--- src/rtl/pcie_dllp_sched.sv ---
// DLL receive-side DLLP scheduler: coalesces Acks, raises one Nak per error episode and
// refreshes UpdateFC credits, issuing one DLLP at a time on a valid/ready link.
module pcie_dllp_sched #(
  parameter int SEQ_W         = 12,
  parameter int ACK_TIMER_MAX = 64,
  parameter int ACK_COALESCE  = 4,
  parameter int FC_TIMER_MAX  = 1024
) (
  input  logic             clk,
  input  logic             rst_n,
  input  logic             dl_active_i,
  input  logic             tlp_good_i,
  input  logic [SEQ_W-1:0] tlp_seq_i,
  input  logic             tlp_bad_i,
  input  logic [2:0]       fc_upd_req_i,
  input  logic [23:0]      fc_hdr_i,
  input  logic [35:0]      fc_data_i,
  output logic             dllp_valid_o,
  input  logic             dllp_ready_i,
  output logic [7:0]       dllp_type_o,
  output logic [23:0]      dllp_payload_o
);
  localparam int ACK_LIM   = (ACK_TIMER_MAX > 0) ? ACK_TIMER_MAX - 1 : 0;
  localparam int ACK_TMR_W = (ACK_LIM > 0) ? $clog2(ACK_LIM + 1) : 1;
  localparam int CNT_W     = (ACK_COALESCE > 0) ? $clog2(ACK_COALESCE + 1) : 1;
  localparam int FC_W      = (FC_TIMER_MAX > 1) ? $clog2(FC_TIMER_MAX) : 1;

  localparam logic [7:0] TYPE_ACK    = 8'h00;
  localparam logic [7:0] TYPE_NAK    = 8'h10;
  localparam logic [7:0] TYPE_FC_P   = 8'h80;
  localparam logic [7:0] TYPE_FC_NP  = 8'h90;
  localparam logic [7:0] TYPE_FC_CPL = 8'hA0;

  typedef enum logic {IDLE, SEND} state_t;
  state_t state, state_next;

  logic [SEQ_W-1:0]     ackd_seq;
  logic                 ack_pend;
  logic [CNT_W-1:0]     good_cnt;
  logic [ACK_TMR_W-1:0] ack_tmr;
  logic                 nak_req;
  logic                 nak_sched;
  logic [2:0]           fc_pend;
  logic [FC_W-1:0]      fc_tmr;

  logic                 ack_elig;
  logic                 can_load;
  logic                 load_nak;
  logic                 load_ack;
  logic [2:0]           load_fc;
  logic                 load_any;
  logic                 ack_clr;
  logic                 nak_set;
  logic                 fc_wrap;
  logic [7:0]           type_next;
  logic [23:0]          payload_next;
  logic [CNT_W-1:0]     good_cnt_inc;
  logic [ACK_TMR_W-1:0] ack_tmr_inc;

  function automatic logic [23:0] fc_payload(input logic [7:0] hdr, input logic [11:0] data);
    return {2'b00, hdr, 2'b00, data};
  endfunction

  // Both counters saturate so a long stall on the link cannot wrap them back to ineligible.
  assign good_cnt_inc = (good_cnt == CNT_W'(ACK_COALESCE)) ? good_cnt : good_cnt + CNT_W'(1);
  assign ack_tmr_inc  = (ack_tmr == ACK_TMR_W'(ACK_LIM)) ? ack_tmr : ack_tmr + ACK_TMR_W'(1);
  assign fc_wrap      = (fc_tmr == FC_W'(FC_TIMER_MAX - 1));
  assign dllp_valid_o = (state == SEND);

  always_comb begin
    // NOTE: every output of this block gets a default first, so no path can infer a latch.
    load_nak     = 1'b0;
    load_ack     = 1'b0;
    load_fc      = 3'b000;
    type_next    = dllp_type_o;
    payload_next = dllp_payload_o;
    state_next   = state;

    ack_elig = ack_pend && ((ack_tmr >= ACK_TMR_W'(ACK_LIM)) ||
                            (good_cnt >= CNT_W'(ACK_COALESCE)));
    can_load = dl_active_i && ((state == IDLE) || dllp_ready_i);

    if (can_load) begin
      if (nak_req) begin
        load_nak     = 1'b1;
        type_next    = TYPE_NAK;
        payload_next = 24'(ackd_seq);
      end else if (ack_elig) begin
        load_ack     = 1'b1;
        type_next    = TYPE_ACK;
        payload_next = 24'(ackd_seq);
      end else if (fc_pend[0]) begin
        load_fc      = 3'b001;
        type_next    = TYPE_FC_P;
        payload_next = fc_payload(fc_hdr_i[7:0], fc_data_i[11:0]);
      end else if (fc_pend[1]) begin
        load_fc      = 3'b010;
        type_next    = TYPE_FC_NP;
        payload_next = fc_payload(fc_hdr_i[15:8], fc_data_i[23:12]);
      end else if (fc_pend[2]) begin
        load_fc      = 3'b100;
        type_next    = TYPE_FC_CPL;
        payload_next = fc_payload(fc_hdr_i[23:16], fc_data_i[35:24]);
      end
    end

    load_any = load_nak || load_ack || (load_fc != 3'b000);
    // A Nak carries ackd_seq, so it acknowledges everything an Ack would have.
    ack_clr  = load_nak || load_ack;
    nak_set  = tlp_bad_i && !tlp_good_i && !nak_sched;

    case (state)
      IDLE:    if (load_any) state_next = SEND;
      SEND:    if (dllp_ready_i) state_next = load_any ? SEND : IDLE;
      default: state_next = IDLE;
    endcase
  end

  // NOTE: sequential state uses non-blocking assignments so every register sees pre-edge values.
  always_ff @(posedge clk or negedge rst_n) begin
    if (!rst_n) begin
      state <= IDLE;
    end else begin
      state <= state_next;
    end
  end

  always_ff @(posedge clk or negedge rst_n) begin
    if (!rst_n) begin
      dllp_type_o    <= 8'h00;
      dllp_payload_o <= 24'h000000;
    end else if (load_any) begin
      dllp_type_o    <= type_next;
      dllp_payload_o <= payload_next;
    end
  end

  always_ff @(posedge clk or negedge rst_n) begin
    if (!rst_n) begin
      ackd_seq  <= '1;
      ack_pend  <= 1'b0;
      good_cnt  <= '0;
      ack_tmr   <= '0;
      nak_req   <= 1'b0;
      nak_sched <= 1'b0;
      fc_pend   <= 3'b000;
      fc_tmr    <= '0;
    end else if (!dl_active_i) begin
      ack_pend  <= 1'b0;
      good_cnt  <= '0;
      ack_tmr   <= '0;
      nak_req   <= 1'b0;
      nak_sched <= 1'b0;
      fc_pend   <= 3'b000;
      fc_tmr    <= '0;
    end else begin
      // A new good TLP arriving with its own Ack/Nak load restarts the pending Ack.
      if (tlp_good_i) begin
        ackd_seq  <= tlp_seq_i;
        ack_pend  <= 1'b1;
        nak_sched <= 1'b0;
        good_cnt  <= ack_clr ? CNT_W'(1) : good_cnt_inc;
        ack_tmr   <= ack_clr ? '0 : (ack_pend ? ack_tmr_inc : ack_tmr);
      end else if (ack_clr) begin
        ack_pend <= 1'b0;
        good_cnt <= '0;
        ack_tmr  <= '0;
      end else if (ack_pend) begin
        ack_tmr <= ack_tmr_inc;
      end

      nak_req <= (nak_req && !load_nak) || nak_set;
      if (nak_set) nak_sched <= 1'b1;

      fc_pend <= (fc_pend & ~load_fc) | fc_upd_req_i | {3{fc_wrap}};
      fc_tmr  <= fc_wrap ? '0 : fc_tmr + FC_W'(1);
    end
  end

endmodule

--- config.mk ---
export PLATFORM = sky130hd
export DESIGN_NAME = pcie_dllp_sched
export DESIGN_NICKNAME = d
export VERILOG_FILES = /design/src/rtl/pcie_dllp_sched.sv
export SDC_FILE = /design/constraint.sdc
export NUM_CORES = 1
export LEC_CHECK = 0
export CORE_MARGIN = 1.5
export CORE_UTILIZATION = 42
export CTS_BUF_LIST = sky130_fd_sc_hd__clkbuf_4
export DETAILED_ROUTE_END_ITERATION = 6
export GPL_TIMING_DRIVEN = 0
export HOLD_SLACK_MARGIN = 0.06
export PLACE_DENSITY = 0.84
export SKIP_CTS_REPAIR_TIMING = 1
export SLEW_MARGIN = 30
export SYNTH_ARGS = -nofsm -noshare
export SYNTH_HDL_FRONTEND = slang
export SYNTH_SLANG_ARGS = --single-unit
--- constraint.sdc ---
create_clock -name clk -period 1.8 [get_ports clk]
set_input_delay 0.36 -clock clk [delete_from_list [all_inputs] [get_ports clk]]
set_output_delay 0.36 -clock clk [all_outputs]
set_load 0.01 [all_outputs]
==> results.txt <==
- The multi-input combinational cells in the finished layout cover a total of 1660 µm².
- Count of unique library cells instantiated by Yosys: 40
* Synthesized-area fraction occupied by ao, oa, aoi and oai cells: between 10 and 15%
- Counting flops with an async set or reset pin after synthesis yields a share of 100.0%.
* Placed wire-length estimate: around 6.0 mm
- The core region is between 7000 and 8000 µm².
* Cell count after synthesis: 308
- In this run the deepest clock path goes through 2 buffers.
* Setup crit end: dllp_payload_o[11]
- Across all setup checks in the final design, the least slack found is -37.49 ps.
* Number of buffers added by the clock tree synthesis step: 9
- The final count of pins violating max slew is 0.
- Timing analysis after detailed placement gives a worst setup slack of -355.8 ps.
- Share of the cycle needed by the critical path after routing: 102.1%
- Final Hold Vio Count: 0
- The count of nets left with antenna violations once routing finished came out at 0.
- DRC violation total after the first TritonRoute iteration: around 190
* Count leader, synth: sky130_fd_sc_hd__dfrtp_1
* Number of cells in the design after placement: 522
- GRT Util Overall: a little over 20%
* Pwr per Cell Area: 846.4 nW/µm²
- Post-synthesis xor/xnor area fraction: 2.918%
* EDFF count, synth: 0
* Y dimension of the die: 91.67 µm
- In this run the number of cells on the critical path is 6.
- Number of antenna cells inserted: 0
* Kind of start point of the critical path: flop
- The worst hold path belongs to the class in2async.
* First-pass detailed-route iteration total: 4
* Top FF cell, synth: sky130_fd_sc_hd__dfrtp_1
- Storage cell area: 1541 µm²
- The worst pin sits at a relative slew slack of 54.77%.
* Vias in the first global route: 2834
* Transition time at the pin with the least slew margin: 676.9 ps
- Summing the areas of all and, or, nand and nor instances in the mapped netlist gives around 12% of the synthesized area.
- Worst-Skew Late Latency: 430 ps
* Slowest cell on the critical path: sky130_fd_sc_hd__dfrtp_1
* Reg-to-reg startpoint: ack_tmr[1]
- Number of warnings reported in the yosys synthesis log: 0
- Summing every instance area after synthesis gives 3302 µm².
- Launch point of the critical path: ack_tmr[1]
- After detailed placement, the total cell area comes to 4508 µm².
- Initial antenna violation count: 0
* Maximum number of pins on one net before global-route repair: between 40 and 50
* Input/output buffers: between 100 and 150
* Max-Cap Viols: 0
* Gr ovfl total: 0
* Non-filler instance count after layout: 549
* Adder and majority cell fraction of the synthesized area: 1.516%
- Layout cells sized above 1: 24.16%
- Result of the run: finished, violations left
- Standard-cell rows: 32
- After routing the design area is 4882 µm².
* Yosys top cell area share: between 30% and 40%
- Based on the critical path, the design can be clocked at up to about 540 MHz.
- The final route contains roughly 2800 vias.
- Path depth of the worst reg2reg path: 6
- After synthesis, the most frequently instantiated cells are sky130_fd_sc_hd__dfrtp_1, sky130_fd_sc_hd__mux2_2, sky130_fd_sc_hd__nand2_1, sky130_fd_sc_hd__nor2_1.
- After routing, the total negative slack on setup checks comes to -168.5 ps.
- Broken down by cell family, the worst path's largest delay share belongs to multiplexers.
- Dividing the detail-routed via count by the number of cells gives 5.122.
- The worst setup path is of the reg2reg kind.
- Data on the critical path is required at its endpoint by 2130 ps.
- Final Skew: ~24 ps
- Cell at the root of the clock tree: sky130_fd_sc_hd__clkbuf_4
- # setup viols final: 9
- Critical Path Sink Type: flop
* Unrepaired setup endpoints after global routing: yes
* Cells along the critical path: ha_4 > nand4_4 > o21a_4 > clkbuf_16 > mux2_4 > mux2_2
- Die outline width: 91.67 µm
* Library cell with the largest summed area after synthesis: sky130_fd_sc_hd__dfrtp_1
- Of the post-synthesis cell area, the part taken by muxes is approximately 20%.
* Drc violations: 0
- At the end of routability-driven placement, the weighted congestion stood at 0.8040.
- Part of the Yosys area used for sequential elements: 46.68%
- Post-detailed-routing wire length: 8.572 mm
- Number of buffers and inverters on the critical path: 1
- Delay of the slowest cell on the worst path: around 430 ps
- TritonCTS built the clock tree.
* Total leakage power: 0.002114 µW
- Clock-pin slew on the worst setup and hold paths: 130 ps
* Average size of a mapped cell: 10.72 µm²
- Layout overhead on the synthesized area: 47.86%
- In the final routed layout, each cell accounts on average for 15.61 µm.
* Clock period minus final worst setup slack: 1837 ps
- Wire length of the first global-routing pass: 13.37 mm
* Cells taking the most area after synthesis: sky130_fd_sc_hd__dfrtp_1, sky130_fd_sc_hd__mux2_2, sky130_fd_sc_hd__dfstp_2, sky130_fd_sc_hd__mux2i_1, sky130_fd_sc_hd__mux2_4
- Fillers: 600
- Highest fanout seen on the critical path: 6
* Number of H-tree branching levels: 3
* Post-synthesis register bit count: 61
- Worst IR drop on VDD: 0.4576 mV
- Worst R2R Setup Slack: -40 ps
- Failing checks: setup timing
- For this design, the sink count on the clock tree is 61.
- Number of nets at the end of the flow: between 500 and 600
* Endpoint of the worst-slack reg-to-reg timing path: dllp_payload_o[11]
- The initial utilization of the core area, before any placement, comes to 42.95%.
* Die ar.: 8402 µm²
- Main combinational cell family by area after synthesis: multiplexers
- In this run the count of I/O pins placed on the die edge is 114.
- Arrival time reported for the critical path endpoint: 2170 ps
==> area by class of cell <==
cell class                 count  area share (%)
buffer                        23           3.614
clock buffer                   9           1.384
clock inverter                 7           2.025
inverter                       9          0.6920
multi-input combinational    222           34.01
sequential                    61           31.57
tap                          102           2.614
timing repair buffer         116           24.09
==> worst register-to-register path, stage by stage, from the launching register on <==
cell and delay, ps:
sky130_fd_sc_hd__dfrtp_1 430, sky130_fd_sc_hd__ha_4 170, sky130_fd_sc_hd__nand4_4 130, sky130_fd_sc_hd__o21a_4 290, sky130_fd_sc_hd__clkbuf_16 180, sky130_fd_sc_hd__mux2_4 290
sky130_fd_sc_hd__mux2_2 260
==> placed cells by master, fill, tap and decap left out, types with 3 or more instances in the layout <==
master,synthesis,final
sky130_fd_sc_hd__ha_1,4,3
sky130_fd_sc_hd__xor2_1,6,6
sky130_fd_sc_hd__nand2b_1,3,3
sky130_fd_sc_hd__and2_1,3,3
sky130_fd_sc_hd__clkdlybuf4s50_1,0,102
sky130_fd_sc_hd__mux2_2,29,28
sky130_fd_sc_hd__nand3_1,8,7
sky130_fd_sc_hd__clkbuf_2,0,3
sky130_fd_sc_hd__mux2i_1,22,22
sky130_fd_sc_hd__clkbuf_4,0,9
sky130_fd_sc_hd__nand2_1,27,27
sky130_fd_sc_hd__conb_1,1,9
sky130_fd_sc_hd__xnor2_1,5,5
sky130_fd_sc_hd__o2bb2ai_1,8,8
sky130_fd_sc_hd__dfstp_2,12,12
sky130_fd_sc_hd__dfrtp_1,49,49
sky130_fd_sc_hd__o21ai_0,22,22
sky130_fd_sc_hd__inv_1,9,9
sky130_fd_sc_hd__nor4_1,4,3
sky130_fd_sc_hd__or3_1,4,3
sky130_fd_sc_hd__a21oi_1,14,13
sky130_fd_sc_hd__buf_4,10,21
sky130_fd_sc_hd__nor2_1,25,25
sky130_fd_sc_hd__mux2_4,8,9
==> logic make-up (layout without fill, tap and decap cells) <==
kind of cell | count (synthesis) | in the layout
other | 1 | 9
AND/OR/NAND/NOR | 81 | 81
AO/OA/AOI/OAI | 58 | 58
adder cells (fa/ha/maj) | 4 | 4
flip-flops | 61 | 61
multiplexers | 59 | 59
buffers and inverters | 33 | 164
XOR/XNOR | 11 | 11
==> power by group <==
part | internal [µW] | switching (µW) | leakage, µW
clock | 569 | 563 | 0.0000865
sequential | 1610 | 131 | 0.000755
combinational | 770 | 487 | 0.00127
==> per-layer routing <==
layer	GRT usage, %	share of wire [%]	vias up
met5	0	0	-
met4	9.896	2.3	0
met3	3.317	5.1	17
met2	35.51	50	109
met1	24.89	43	1361
li1	-	-	1325
==> flip-flops by register name, indices dropped and copies added, names as in the netlist <==
register        count
ackd_seq           12
fc_tmr             10
nak_req             1
dllp_type_o         3
ack_pend            1
fc_pend             3
nak_sched           1
dllp_valid_o        1
ack_tmr             6
good_cnt            3
dllp_payload_o     20
==> worst min-delay path by stage <==
stage,to,depth (start not counted)
after detailed placement,dllp_payload_o[16],1
after floorplan,ack_pend,0
after CTS,dllp_type_o[7],1
after global routing,dllp_payload_o[2],2
after global placement,fc_tmr[0],1
final,dllp_payload_o[21],2
==> metrics by stage <==
stage	hold WS [ps]	utilization, %	power (µW)
6_report	354.2	63.51	4132
5_1_grt	356.4	63.51	4319
4_1_cts	-196.2	60.81	4063
3_5_place_dp	262.6	58.64	2947
3_3_place_gp	472.3	58.41	2894
2_1_floorplan	64.41	-	2300
(Power assumes the default switching activity.)
